==> src/rtl/ghash_msg_sequencer.sv <==
// rtl/ghash_msg_sequencer.sv - GHASH message sequencer: block counting and word qualification
//
// Purpose:
//   Upstream stage of the GHASH control signal unit. Opens a packet on i_start,
//   latches the packet block count, and tracks accepted bus words. Each word
//   carries BLOCK_PROC_PAR 128-bit blocks. Produces the per-word message count,
//   tail bubble count, skip-bus and last-word flags. New packets are held off
//   until the control unit reports hash done.
//
// Ports:
//   i_clock                 clock
//   i_reset                 synchronous active-high reset
//   i_start                 one-cycle pulse opening a packet
//   i_valid                 bus word present this cycle
//   i_rf_static_n_messages  total blocks in the packet, sampled on accepted start
//   i_hash_done             hash complete pulse from the control signal unit
//   o_valid                 registered accepted-word strobe
//   o_msg_count             blocks consumed before the current word
//   o_msg_bubbles           empty block slots in the final word
//   o_skip_bus              current word carries no data (empty packet)
//   o_last_word             current word is the final word of the packet
//   o_busy                  packet in progress
//   o_error                 one-cycle protocol violation pulse
module ghash_msg_sequencer #(
  parameter int NB_N_MESSAGES       = 10,
  parameter int LOG2_BLOCK_PROC_PAR = 2,
  parameter int BLOCK_PROC_PAR      = 4
) (
  input  logic                           i_clock,
  input  logic                           i_reset,
  input  logic                           i_start,
  input  logic                           i_valid,
  input  logic [NB_N_MESSAGES-1:0]       i_rf_static_n_messages,
  input  logic                           i_hash_done,
  output logic                           o_valid,
  output logic [NB_N_MESSAGES-1:0]       o_msg_count,
  output logic [LOG2_BLOCK_PROC_PAR-1:0] o_msg_bubbles,
  output logic                           o_skip_bus,
  output logic                           o_last_word,
  output logic                           o_busy,
  output logic                           o_error
);

  localparam logic [1:0] IDLE      = 2'd0;
  localparam logic [1:0] RUN       = 2'd1;
  localparam logic [1:0] WAIT_DONE = 2'd2;

  logic [1:0]                     state, state_next;
  logic [NB_N_MESSAGES-1:0]       counter, counter_next;
  logic [NB_N_MESSAGES-1:0]       n_lat, n_next;
  logic [LOG2_BLOCK_PROC_PAR-1:0] bubbles, bubbles_next;
  logic [NB_N_MESSAGES:0]         sum;
  logic                           accept;
  logic                           last;
  logic                           err;

  // One extra bit so the final-word increment at max n cannot wrap.
  assign sum = {1'b0, counter} + (NB_N_MESSAGES+1)'(BLOCK_PROC_PAR);

  always_comb begin
    state_next   = state;
    counter_next = counter;
    n_next       = n_lat;
    bubbles_next = bubbles;
    accept       = 1'b0;
    last         = 1'b0;
    err          = 1'b0;
    case (state)
      IDLE: begin
        if (i_start) begin
          state_next   = RUN;
          n_next       = i_rf_static_n_messages;
          counter_next = '0;
          // (0 - n) mod BLOCK_PROC_PAR only depends on the low bits of n.
          bubbles_next = LOG2_BLOCK_PROC_PAR'(0) - i_rf_static_n_messages[LOG2_BLOCK_PROC_PAR-1:0];
        end
        if (i_valid || i_hash_done) err = 1'b1;
      end
      RUN: begin
        if (i_valid) begin
          accept = 1'b1;
          if (sum >= {1'b0, n_lat}) begin
            last       = 1'b1;
            state_next = WAIT_DONE;
          end else begin
            counter_next = sum[NB_N_MESSAGES-1:0];
          end
        end
        if (i_start || i_hash_done) err = 1'b1;
      end
      WAIT_DONE: begin
        if (i_hash_done) state_next = IDLE;
        if (i_valid || i_start) err = 1'b1;
      end
      default: state_next = IDLE;
    endcase
  end

  always_ff @(posedge i_clock) begin
    if (i_reset) begin
      state         <= IDLE;
      counter       <= '0;
      n_lat         <= '0;
      bubbles       <= '0;
      o_valid       <= 1'b0;
      o_msg_count   <= '0;
      o_msg_bubbles <= '0;
      o_skip_bus    <= 1'b0;
      o_last_word   <= 1'b0;
      o_busy        <= 1'b0;
      o_error       <= 1'b0;
    end else begin
      state       <= state_next;
      counter     <= counter_next;
      n_lat       <= n_next;
      bubbles     <= bubbles_next;
      o_valid     <= accept;
      o_last_word <= last;
      o_skip_bus  <= accept && (n_lat == '0);
      if (accept) begin
        o_msg_count   <= counter;
        o_msg_bubbles <= bubbles;
      end
      // Tracks the state register itself, so use the next-state value.
      o_busy  <= (state_next != IDLE);
      o_error <= err;
    end
  end

endmodule
==> config.mk <==
export PLATFORM = sky130hd
export DESIGN_NAME = ghash_msg_sequencer
export DESIGN_NICKNAME = d
export VERILOG_FILES = /design/src/rtl/ghash_msg_sequencer.sv
export SDC_FILE = /design/constraint.sdc
export NUM_CORES = 1
export LEC_CHECK = 0
export BUFFER_PORTS_ARGS = -buffer_cell sky130_fd_sc_hd__buf_4
export CORE_ASPECT_RATIO = 2
export CORE_UTILIZATION = 59
export CTS_CLUSTER_DIAMETER = 200
export DETAILED_ROUTE_END_ITERATION = 8
export PLACE_DENSITY = 0.84
export SETUP_SLACK_MARGIN = 0.02
export SYNTH_ARGS = -nofsm -noshare
export SYNTH_HDL_FRONTEND = slang
export SYNTH_SLANG_ARGS = --single-unit
==> constraint.sdc <==
create_clock -name i_clock -period 6.9 [get_ports i_clock]
set_input_delay 0.69 -clock i_clock [delete_from_list [all_inputs] [get_ports i_clock]]
set_output_delay 0.69 -clock i_clock [all_outputs]
set_load 0.005 [all_outputs]
# Yosys cells after proc, flatten, opt, wreduce, memory -nomap -nowiden
# Cells that the tools add are included.
[totals]
inputBits = 15
reg_bits = 41
[op_classes]
bitwise_logic = 2
reduce_logical = 11
eq_ne = 5
n_addsub = 2
mux = 16
magnitude_cmp = 1
[ops]
columns = ["cell", "n"]
rows = [
  ["2-to-1 mux 10 bit", 3],
  ["one-hot mux 10 bit (2 select lines)", 1],
  ["adder 10 x 3 -> 11 bit, second input constant", 1],
  [">= comparator 11 x 10 -> 1 bit", 1],
  ["zero test 10 bit", 1],
  ["2-to-1 mux 2 bit", 4],
  ["2-to-1 mux 1 bit", 6],
  ["inequality test 2 bit, second input constant", 3],
  ["one-hot mux 2 bit (3 select lines)", 1],
  ["AND reduction 4 bit", 1],
  ["nonzero test 2 bit", 2],
  ["logical OR 1 bit", 3],
  ["one-hot mux 1 bit (3 select lines)", 1],
  ["OR reduction 3 bit", 1],
  ["equality test 2 x 1 -> 1 bit, second input constant", 1],
  ["equality test 2 bit, second input constant", 1],
  ["zero test 2 bit", 1],
  ["inverter 1 bit", 2],
  ["AND reduction 2 bit", 1],
  ["subtractor 1 x 2 -> 2 bit, first input constant", 1],
  ["logical AND 1 bit", 1],
]

# Longest topological paths before layout
[depth]
depth_word = 6
mapped_depth = 10
mapped_depth_nobuf = 10

# Least setup slack after synthesis
# OpenSTA, ideal clock, no wires.
[synth_timing]
path_type = "register -> register"
from = "register counter[3]"
to = "register counter[6]"
stages_incl_launch_ff = 11
synth_period_minus_slack_ps = 2351
path_slack_ps = 4549
arrival_ps = 2216
t_required_ps = 6765
path_cell_list = "dfxtp_1 -> ha_1 -> inv_1 -> or2_4 -> xnor2_1 -> ha_1 -> a21o_1 -> a21oi_1 -> o21ai_1 -> a211oi_4 -> a31oi_1"
[synth_via]
elab_chain_cells = 4
word_cells_on_any_way = 7
cone_classes = "add/sub: 1; order compare: 1; eq/ne: 1; mux: 3; reduce/logical: 1"
[synth_lines]
columns = ["element", "line", "text"]
rows = [
  ["start: declaration", "49", "logic [NB_N_MESSAGES-1:0] counter, counter_next;"],
  ["start signal: assignment", "114", "counter <= counter_next;"],
  ["adder 10 x 3 -> 11 bit *", "58", "assign sum = {1'b0, counter} + (NB_N_MESSAGES+1)'(BLOCK_PROC_PAR);"],
  [">= comparator 11 x 10 -> 1 bit / 2-to-1 mux 10 bit (equally long branches)", "82", "if (sum >= {1'b0, n_lat}) begin"],
  ["inequality test 2 bit (no source line) / 2-to-1 mux 10 bit (equally long branches)", "-", ""],
  ["AND reduction 4 bit (no source line) / one-hot mux 10 bit (2 select lines) (equally long branches)", "-", ""],
]
# Mark *: on every way between the ends. The rest lies on a longest branch, timed or not. The select of a mux whose other input is x is not followed.
# A chain may end at the register's enable or synchronous reset.

# Worst setup path after layout
# Same ends and word-level chain as after synthesis.

==> results by group <==
Status
  • Status: finished clean

Floorplan
  • Core area: a little under 0.003 mm²
  • Row count: 28
  • Die Ht: between 80 and 90 µm
  • Die W: 41.25 µm
  • IO Pins: 32
  • Initial Util: 61.78%
  • Die area: 0.003321 mm²

Detailed routing
  • Via/cell ratio: about 5.7
  • Antenna viol nets, final: 0
  • DRT iter0 DRCs: 47
  • DRC violations left: 0
  • Vias: 1514
  • Final WL: around 3500 µm
  • Wirelength per Cell: 13.36 µm
  • Drt first pass iters: 5

Layout
  • # diodes: 0
  • Synth-to-Final Area Change: 14.52%
  • Design Area, Final: 0.002082 mm²
  • Final nets: 259
  • Share of cells above drive strength 1: a little under a quarter
  • Fillers: 257

Place
  • GPL Wtd Cong: 0.8880
  • Pre-CTS WS: 4.263 ns
  • Port bufs: 29
  • DP HPWL: 2608 µm
  • Placed Area: 0.002004 mm²

Critical path
  • RR Endpoint: counter[6]
  • R2r startpoint: counter[3]
  • CP required: 7.05 ns
  • Worst Path Arrival: 2.90 ns
  • Crit. Startpoint: counter[3]
  • Crit path max fanout: 8
  • Kind of end point of the critical path: flop
  • CP startpoint kind: flop
  • R2R setup slack: 4.15 ns
  • R2R depth: 10
  • Setup CP Type: flop to flop

STA
  • Max Slew Vio Count: 0
  • Post-route setup slack: roughly 4.2 ns
  • Fmax: about 0.36 GHz
  • Hold Slack: 0.4530 ns
  • RSZ-0062 raised after global routing: no
  • Post-route setup TNS: 0 ns
  • Slew Limit Headroom: 26.04%
  • Slew @ Worst Pin: 1.105 ns
  • Clock skew: 0.002199 ns
  • Tmin final: about 2.7 ns
  • Final worst path period share: around two fifths
  • Final hold violation count: 0
  • Final Setup Violations: 0

Synth
  • Count leader, synth: dfxtp_1
  • Main synth FF type: dfxtp_1
  • Asr flop ratio synth: 0%
  • Post-synth top area share: 39.64%
  • Mapped cell area: around 0.0018 mm²
  • Cells after synthesis: 210
  • Most instantiated cells after synthesis: 36 x dfxtp_1, 25 x nand2_1, 24 x nor2_1, 23 x a21oi_1, 14 x inv_1
  • Synth Register Bits: 36
  • Synthesized area per cell: 8.657 µm²
  • Area leader, netlist: dfxtp_1
  • Post-synthesis cell type count: 51
  • Post-synth EDFFs: 0
  • Synth warn: 0
  • Register area share after synthesis: 39.64%
  • Synth top area cells: dfxtp_1 40%, a21oi_1 6.3%, ha_1 6.2%

Clock network
  • Longest Clk Path Bufs: 2
  • Worst-skew pair later-pin latency: 0.29 ns
  • Clk sinks: 36
  • Clock-pin slew on the worst setup and hold paths: 0.06 ns
  • Hold buffers post-CTS: 0
  • TritonCTS clock tree: built
  • # Post-CTS Setup Buffers: 0
  • Post-CTS Resized: 0
  • H-tree Lvls: 2
  • Total CTS buffers: 5
  • Root Driver: clkbuf_8

Min path
  • Hold depth: 2
  • HP Start: o_msg_count[4]
  • Worst Hold Path EP: o_msg_count[4]
  • Worst min-delay path category: flop to flop

Power and ir drop
  • PwrDens: a little over 200 mW/mm²
  • Design Power: around 0.00043 W
  • VDD IR max: 183.9 µV
  • Static leakage: 0.8669 nW

Run
  • Max-Cap Viols: 0

Global route
  • Global-route wire length before repair: 5706 µm
  • Total congestion overflow: 0
  • Pin count of the biggest net entering global routing: 32
  • GR Util All Layers: 24.97%
  • Initial antenna violation count: 0
  • Vias in the first global route: around 1300
==> cell families (layout without fill, tap and decap cells) <==
| group | Yosys count | count (layout) | share of synthesized area (%) |
|---|---|---|---|
| xor+xnor | 7 | 7 | 3.372 |
| simple gates | 78 | 78 | 21.89 |
| flops | 36 | 36 | 39.64 |
| other cells | 1 | 2 | 0.2063 |
| fa+ha+maj | 9 | 9 | 6.194 |
| compound gates | 49 | 49 | 19.34 |
| buf+inv | 26 | 50 | 7.157 |
| mux | 4 | 4 | 2.202 |
==> report_power, final <==
group,switching [W],internal [W]
clock,0.0000683,0.0000685
sequential,0.00000739,0.000216
combinational,0.0000395,0.0000320
total,0.000115,0.000317
==> per-stage QoR <==
step / utilization (%) / instances
2_1_floorplan: - / 211
3_3_place_gp: 68.11 / 258
3_5_place_dp: 68.11 / 258
4_1_cts: 70.75 / 265
5_1_grt: 70.75 / 265
6_report: 70.75 / 265
==> final cells by class <==
type                    instances  area [µm²]  area share (%)
clock inverters                 1       5.005          0.2404
clock buffers                   6       72.57           3.486
repair buffers                 29       217.7           10.46
flip-flops and latches         36       720.7           34.62
multi-input cells             149       975.9           46.87
inverters                      14       52.55           2.524
well taps                      30       37.54           1.803
==> worst max path at each step <==
stage                 end  cells past startpoint
2_1_floorplan  counter[6]                     10
3_3_place_gp   counter[8]                     10
3_5_place_dp   counter[9]                     10
4_1_cts        counter[9]                     10
5_1_grt        counter[7]                     10
6_report       counter[6]                     10
==> critical path, cell delays in order (launching register included) <==
cell	delay, ns
dfxtp_1	0.44
ha_1	0.32
inv_1	0.07
or2_4	0.27
xnor2_1	0.17
ha_1	0.28
a21o_1	0.17
a21oi_1	0.19
o21ai_1	0.13
a211oi_4	0.43
a31oi_1	0.15
==> cell usage in the layout (no fill, tap or decap), types with 3 or more instances in the layout <==
master,instances
a21oi_1,23
nand2_1,25
nor2_1,24
buf_4,29
dfxtp_1,36
nand3_1,8
inv_1,14
xnor2_1,5
ha_1,9
a31oi_1,5
o22ai_1,3
mux2i_1,4
clkbuf_8,5
==> routing by layer <==
layer | share of wire [%] | up-vias | GRT usage, %
met1 | 37 | 682 | 25.44
met5 | 0 | - | 0
li1 | - | 766 | -
met4 | 4.1 | 0 | 13.55
met3 | 4.7 | 13 | 7.735
met2 | 54 | 53 | 41.56
==> flip-flops by register name (all words and copies together), names as in the netlist <==
register	count
o_skip_bus	1
n_lat	10
counter	8
o_msg_bubbles	2
o_last_word	1
o_error	1
bubbles	1
o_busy	1
o_msg_count	8
state	2
o_valid	1
No activity file was read; power rests on OpenSTA's default activity.
